==> config.mk <==
export PLATFORM = sky130hd
export DESIGN_NAME = vend_controller
export DESIGN_NICKNAME = d
export VERILOG_FILES = /design/src/rtl/vend_controller.sv
export SDC_FILE = /design/constraint.sdc
export NUM_CORES = 1
export LEC_CHECK = 0
export ABC_AREA = 1
export CORE_AREA = 2 2 70 72
export CTS_CLUSTER_DIAMETER = 80
export DETAILED_ROUTE_END_ITERATION = 8
export DIE_AREA = 0 0 72 74
export GPL_ROUTABILITY_DRIVEN = 0
export PLACE_DENSITY = 0.74
export SETUP_SLACK_MARGIN = 0.5
export SYNTH_ARGS = -nofsm -noshare
export SYNTH_HDL_FRONTEND = slang
export SYNTH_SLANG_ARGS = --single-unit
==> constraint.sdc <==
create_clock -name clk -period 2 [get_ports clk]
set_clock_uncertainty 0.15 [all_clocks]
set_input_delay 0.4 -clock clk [delete_from_list [all_inputs] [get_ports clk]]
set_output_delay 0.4 -clock clk [all_outputs]
set_load 0.03 [all_outputs]
==> src/rtl/vend_controller.sv <==
// Vending transaction sequencer: coin credit, product arbitration, timed release, greedy change payout.
// Optional hopper-ack watchdog enabled by defining VEND_TIMEOUT_EN.
module vend_controller #(
  parameter int unsigned PRICE1      = 3,
  parameter int unsigned PRICE2      = 5,
  parameter int unsigned PRICE3      = 7,
  parameter int unsigned CREDIT_MAX  = 31,
  parameter int unsigned CREDIT_W    = 5,
  parameter int unsigned VEND_CYCLES = 4,
  parameter int unsigned ACK_TIMEOUT = 255
) (
  input  logic                clk,
  input  logic                reset,
  input  logic                BTN1,
  input  logic                BTN2,
  input  logic                BTN3,
  input  logic                cancel,
  input  logic [2:0]          Money_in,
  input  logic                coin_ack,
  output logic                product1,
  output logic                product2,
  output logic                product3,
  output logic                delivered,
  output logic [2:0]          Money_out,
  output logic                coin_req,
  output logic                coin_reject,
  output logic                LED1,
  output logic                LED2,
  output logic                LED3,
  output logic [CREDIT_W-1:0] credit,
  output logic                busy,
  output logic                fault
);

  typedef enum logic [2:0] {
    IDLE, VEND, CHG_SEL, CHG_WAIT, CHG_GAP, DONE, FAULT
  } state_t;

  localparam int unsigned VW = (VEND_CYCLES > 1) ? $clog2(VEND_CYCLES) : 1;

  if (CREDIT_MAX >= (1 << CREDIT_W) || VEND_CYCLES < 1 || ACK_TIMEOUT < 1) begin : g_bad_params
    $error("vend_controller: invalid parameter set");
  end

  state_t        state;
  logic [2:0]    money_prev;
  logic [2:0]    btn_prev;
  logic          cancel_prev;
  logic [VW-1:0] vcnt;
  logic          sale;

`ifdef VEND_TIMEOUT_EN
  localparam int unsigned TW = $clog2(ACK_TIMEOUT + 1);
  logic [TW-1:0] tcnt;
`endif

  logic                coin_ev;
  logic                cancel_ev;
  logic [2:0]          btn_ev;
  logic [2:0]          coin_val;
  logic [CREDIT_W:0]   sum;
  logic                coin_ok;
  logic [1:0]          pick;
  logic [CREDIT_W-1:0] price_sel;
  logic [2:0]          change_code;
  logic [2:0]          paid_val;

  always_comb begin
    coin_ev   = (money_prev == 3'b000) && (Money_in != 3'b000);
    cancel_ev = cancel && !cancel_prev;
    btn_ev    = {BTN3, BTN2, BTN1} & ~btn_prev;

    unique case (Money_in)
      3'b001:  coin_val = 3'd1;
      3'b010:  coin_val = 3'd2;
      3'b100:  coin_val = 3'd5;
      default: coin_val = 3'd0;
    endcase
    sum     = {1'b0, credit} + (CREDIT_W+1)'(coin_val);
    coin_ok = (coin_val != 3'd0) && (sum <= (CREDIT_W+1)'(CREDIT_MAX));

    // Button priority is resolved before the affordability test, so an
    // unaffordable higher-priority press masks a lower one.
    if (btn_ev[0]) begin
      pick      = 2'd1;
      price_sel = CREDIT_W'(PRICE1);
    end else if (btn_ev[1]) begin
      pick      = 2'd2;
      price_sel = CREDIT_W'(PRICE2);
    end else if (btn_ev[2]) begin
      pick      = 2'd3;
      price_sel = CREDIT_W'(PRICE3);
    end else begin
      pick      = 2'd0;
      price_sel = '0;
    end

    if (credit >= CREDIT_W'(5))      change_code = 3'b100;
    else if (credit >= CREDIT_W'(2)) change_code = 3'b010;
    else                             change_code = 3'b001;

    unique case (Money_out)
      3'b001:  paid_val = 3'd1;
      3'b010:  paid_val = 3'd2;
      3'b100:  paid_val = 3'd5;
      default: paid_val = 3'd0;
    endcase
  end

  always_ff @(posedge clk or posedge reset) begin
    if (reset) begin
      state       <= IDLE;
      money_prev  <= '0;
      btn_prev    <= '0;
      cancel_prev <= 1'b0;
      vcnt        <= '0;
      sale        <= 1'b0;
      credit      <= '0;
      product1    <= 1'b0;
      product2    <= 1'b0;
      product3    <= 1'b0;
      delivered   <= 1'b0;
      Money_out   <= '0;
      coin_req    <= 1'b0;
      coin_reject <= 1'b0;
      LED1        <= 1'b0;
      LED2        <= 1'b0;
      LED3        <= 1'b0;
      busy        <= 1'b0;
      fault       <= 1'b0;
`ifdef VEND_TIMEOUT_EN
      tcnt        <= '0;
`endif
    end else begin
      money_prev  <= Money_in;
      btn_prev    <= {BTN3, BTN2, BTN1};
      cancel_prev <= cancel;
      coin_reject <= coin_ev && (state != IDLE);
      delivered   <= 1'b0;
      LED1        <= (state == IDLE) && (credit >= CREDIT_W'(PRICE1));
      LED2        <= (state == IDLE) && (credit >= CREDIT_W'(PRICE2));
      LED3        <= (state == IDLE) && (credit >= CREDIT_W'(PRICE3));

      unique case (state)
        IDLE: begin
          if (cancel_ev && credit != '0) begin
            state       <= CHG_SEL;
            busy        <= 1'b1;
            sale        <= 1'b0;
            coin_reject <= coin_ev;
          end else if (pick != 2'd0 && credit >= price_sel) begin
            state       <= VEND;
            busy        <= 1'b1;
            sale        <= 1'b1;
            credit      <= credit - price_sel;
            vcnt        <= VW'(VEND_CYCLES - 1);
            product1    <= (pick == 2'd1);
            product2    <= (pick == 2'd2);
            product3    <= (pick == 2'd3);
            coin_reject <= coin_ev;
          end else if (coin_ev) begin
            if (coin_ok) credit <= sum[CREDIT_W-1:0];
            else         coin_reject <= 1'b1;
          end
        end
        VEND: begin
          if (vcnt == '0) begin
            product1 <= 1'b0;
            product2 <= 1'b0;
            product3 <= 1'b0;
            if (credit == '0) begin
              state     <= DONE;
              delivered <= 1'b1;
            end else begin
              state <= CHG_SEL;
            end
          end else begin
            vcnt <= vcnt - VW'(1);
          end
        end
        CHG_SEL: begin
          Money_out <= change_code;
          coin_req  <= 1'b1;
          state     <= CHG_WAIT;
`ifdef VEND_TIMEOUT_EN
          tcnt      <= '0;
`endif
        end
        CHG_WAIT: begin
          if (coin_ack) begin
            credit   <= credit - CREDIT_W'(paid_val);
            coin_req <= 1'b0;
            state    <= CHG_GAP;
          end
`ifdef VEND_TIMEOUT_EN
          else if (tcnt == TW'(ACK_TIMEOUT - 1)) begin
            coin_req  <= 1'b0;
            Money_out <= '0;
            fault     <= 1'b1;
            state     <= FAULT;
          end else begin
            tcnt <= tcnt + TW'(1);
          end
`endif
        end
        CHG_GAP: begin
          if (!coin_ack) begin
            Money_out <= '0;
            if (credit != '0) begin
              state <= CHG_SEL;
            end else if (sale) begin
              state     <= DONE;
              delivered <= 1'b1;
            end else begin
              state <= IDLE;
              busy  <= 1'b0;
            end
          end
        end
        DONE: begin
          state <= IDLE;
          busy  <= 1'b0;
        end
        FAULT: state <= FAULT;
        default: begin
          state <= IDLE;
          busy  <= 1'b0;
        end
      endcase
    end
  end

endmodule
==> results.md <==
- RSZ-0062 raised after global routing: yes
- Cell count of the worst reg-to-reg path: 16
- Quantity of hold-fixing buffers added after cts: 0
- Start point of the critical path: btn_prev[1]
- Outcome: complete, but fails checks
- VDD IR max: 0.999 mV
- CP Data Arrival Time: 2180 ps
- Number of hold-slack violations in the final timing report: 0
- Commonest cells after routing, fill and taps aside: 70 x sky130_fd_sc_hd__nand2_1, 37 x sky130_fd_sc_hd__buf_4, 34 x sky130_fd_sc_hd__inv_1
- Area occupied by multi-input gates: 1470 µm²
- Most frequent standard cell in the layout excluding fill and tap cells: sky130_fd_sc_hd__nand2_1
- Number of antenna diodes: 0
- Capture point of the worst reg-to-reg path: credit[0]
- Total DRC errors in the routed layout: 0
- Cell at the root of the clock tree: sky130_fd_sc_hd__clkbuf_8
- Combined global-route utilization of all metal layers: 0.233
- Critical path fanouts, max: 6
- Wire length of the first global-routing pass: 9520 µm
- Proportion of netlist area held by the largest area contributor: 0.353
- R2R setup slack: -140 ps
- Hold Crit Endpoint: money_prev[1]
- Clock sink count: 31
- Number of warnings printed during yosys synthesis: 1
- Min Clock Period, post-route: 2140 ps
- Core area: 4600 µm²
- Post-synthesis net count: 318
- Number of max-slew violations in the final report: 0
- Overflow left after global routing: 0
- Detailed Routing Iterations Pass 1: 5
- Average wire length per cell after detail routing: 14.4 µm
- Fraction of the yosys area taken by sequential cells: 0.353
- Maximum root-to-sink buffer count: 2
- Register bit total from synthesis: 31
- Mean area per synthesized cell: 7.45 µm²
- Launch point of the worst hold path: Money_in[1]
- Cells after Synth: 295
- Class of the most critical setup path: flop to flop
- Vias in the first global route: 2104
- Post-synthesis cell type count: 34
- Largest area contributor in the netlist: sky130_fd_sc_hd__dfrtp_1
- F_max: 0.466 GHz
- Worst reg2reg path startpoint: btn_prev[1]
- Number of buffers added by the clock tree synthesis step: 5
- Die Footprint: 5330 µm²
- H-tree levels: 2
- Die span in y: 74 µm
- Clock insertion delay at the later pin of the skew report: 290 ps
- Setup tns final: -1420 ps
- Post-detailed-route via-to-cell ratio: 5.13
- Final number of setup-violating endpoints: 15
- Reported leakage power: 0.00170 µW
- Aggregate routed wire length: 6160 µm
- Leading cell types by total area after synthesis: sky130_fd_sc_hd__dfrtp_1 35%, sky130_fd_sc_hd__nand2_1 16%, sky130_fd_sc_hd__inv_1 7.5%, sky130_fd_sc_hd__ha_1 5.7%, sky130_fd_sc_hd__nand3_1 5.7%
- CP startpoint kind: flop
- Placed instance count: 404
- Cell area after synthesis: 2200 µm²
- I/O Buffers: 27
- Power density over cell area: 1700 nW/µm²
- Initial standard-cell utilization of the core: 0.478
- Footprint of the flip-flops and latches: 785 µm²
- Worst Setup Slack, final: -144 ps
- Share of cells above drive strength 1: 0.459
- Max cap viols: 0
- DRT iter0 DRCs: 135
- Crit path capture type: flop
- Area growth from synthesis to layout: 46.2%
- Row count: 25
- Floorplan die width: 72 µm
- Number of standard cells in the layout, taps in and fillers out: 429
- Crit share post-route: 1.07
- Antenna-violating nets left: 0
- Number of top-level pins: 29
- Violated checks: setup timing
- Nets@finish: 397
- Filler instances: 355
- Post-route total power: 5450 µW
- Maximum number of pins on one net before global-route repair: 32
- CTS tree: yes
- Required time reported for the critical path endpoint: 2040 ps
- Post-DP HPWL: 3990 µm
- Number of antenna violations at the first check in global routing: 0
- Number of instances on the worst hold path: 1
- Clock slew at reported path FFs: 70 ps
- Worst min-delay path category: input pin to flop
- Vias: 2200
==> layout make-up <==
| type | count | area share |
|---|---|---|
| multi-input cells | 212 | 0.457 |
| flip-flops and latches | 31 | 0.244 |
| repair buffers | 74 | 0.190 |
| inverters | 50 | 0.0623 |
| clock buffers | 7 | 0.0238 |
| well taps | 54 | 0.0210 |
| clock inverters | 1 | 0.00156 |
==> logic make-up (layout without fill, tap and decap cells) <==
kind of cell               count (synthesis)  after routing  share of synthesized area
adders and majority gates                 13             13                     0.0843
buffers and inverters                     52            132                     0.0974
xor gates and xnor gates                   5              5                     0.0199
and+or+nand+nor                          163            163                      0.359
DFF                                       31             31                      0.353
other                                      1              1                    0.00171
AOI/OAI and AO/OA                         30             30                     0.0849
==> state kept, by name, summed over array words and instances, names as in the netlist <==
| signal | count |
|---|---|
| credit | 5 |
| state | 3 |
| LED1 | 1 |
| coin_reject | 1 |
| LED3 | 1 |
| cancel_prev | 1 |
| product2 | 1 |
| LED2 | 1 |
| delivered | 1 |
| sale | 1 |
| money_prev | 3 |
| coin_req | 1 |
| btn_prev | 3 |
| product3 | 1 |
| product1 | 1 |
| busy | 1 |
| Money_out | 3 |
| vcnt | 2 |
==> synthesized netlist by cell type <==
cell type                  number
sky130_fd_sc_hd__a21oi_1        8
sky130_fd_sc_hd__a21oi_2        1
sky130_fd_sc_hd__a21oi_4        1
sky130_fd_sc_hd__buf_4          1
sky130_fd_sc_hd__buf_6          1
sky130_fd_sc_hd__clkinv_4       1
sky130_fd_sc_hd__conb_1         1
sky130_fd_sc_hd__dfrtp_1       31
sky130_fd_sc_hd__fa_1           3
sky130_fd_sc_hd__ha_1          10
sky130_fd_sc_hd__inv_1         44
sky130_fd_sc_hd__inv_2          4
sky130_fd_sc_hd__inv_4          1
sky130_fd_sc_hd__nand2_1       91
sky130_fd_sc_hd__nand2_2        9
sky130_fd_sc_hd__nand2_4        5
sky130_fd_sc_hd__nand3_1       25
sky130_fd_sc_hd__nand3_2        3
sky130_fd_sc_hd__nand3_4        1
sky130_fd_sc_hd__nand4_1        2
sky130_fd_sc_hd__nor2_1        16
sky130_fd_sc_hd__nor2_2         2
sky130_fd_sc_hd__nor2_4         4
sky130_fd_sc_hd__nor3_1         2
sky130_fd_sc_hd__o21a_1         2
sky130_fd_sc_hd__o21ai_0        7
sky130_fd_sc_hd__o21ai_1        6
sky130_fd_sc_hd__o21ai_2        3
sky130_fd_sc_hd__o21bai_1       1
sky130_fd_sc_hd__o31ai_1        1
sky130_fd_sc_hd__or2_2          2
sky130_fd_sc_hd__or2_4          1
sky130_fd_sc_hd__xnor2_1        1
sky130_fd_sc_hd__xor2_1         4
==> critical path, cell delays in order (launching register included) <==
cell	delay [ps]
sky130_fd_sc_hd__dfrtp_1	380
sky130_fd_sc_hd__inv_2	120
sky130_fd_sc_hd__nand2_4	70
sky130_fd_sc_hd__nand2_2	80
sky130_fd_sc_hd__nand2_2	60
sky130_fd_sc_hd__ha_4	310
sky130_fd_sc_hd__nand2_2	60
sky130_fd_sc_hd__nor2_2	100
sky130_fd_sc_hd__nor2_2	60
sky130_fd_sc_hd__nand2_2	80
sky130_fd_sc_hd__nand2_4	80
sky130_fd_sc_hd__nand2_4	80
sky130_fd_sc_hd__clkinv_4	80
sky130_fd_sc_hd__nand2_4	70
sky130_fd_sc_hd__nand3_4	110
sky130_fd_sc_hd__nand2_2	100
sky130_fd_sc_hd__nand2_2	50
==> stage by stage <==
stage | hold WS, ps | area [µm²] | setup WS, ps | utilization
2_1_floorplan | 281 | 2260 | -5.64 | -
6_report | 110 | 3210 | -144 | 0.699
5_1_grt | 117 | 3210 | -259 | 0.699
3_5_place_dp | 313 | 2810 | -660 | 0.610
4_1_cts | 127 | 3060 | -61.6 | 0.666
3_3_place_gp | 310 | 2810 | -633 | 0.610
==> power breakdown <==
| group | switching (µW) | internal (µW) | total [µW] |
|---|---|---|---|
| clock | 247 | 244 | 491 |
| combinational | 2290 | 1600 | 3890 |
| sequential | 218 | 852 | 1070 |
==> routing by layer <==
metal | global-route usage | routed length, µm
met4 | 0.0860 | 119
met1 | 0.280 | 2530
met5 | 0 | 0
met2 | 0.422 | 3230
met3 | 0.0366 | 280
==> repair_timing <==
action                     in CTS  in global routing
gates resized for setup       129                 50
setup endpoints to repair      38                 34
setup buffers                   5                 12
pin swaps                      12                 22
==> worst max path at each step <==
stage	end	slack, ps	cells after the start
after CTS	coin_reject	-60	14
after global routing	credit[0]	-260	16
after floorplan	credit[4]	-6	18
final	credit[0]	-140	16
after global placement	credit[3]	-630	16
after detailed placement	product3	-660	15
Note: power is estimated with default switching activity, not from simulation.
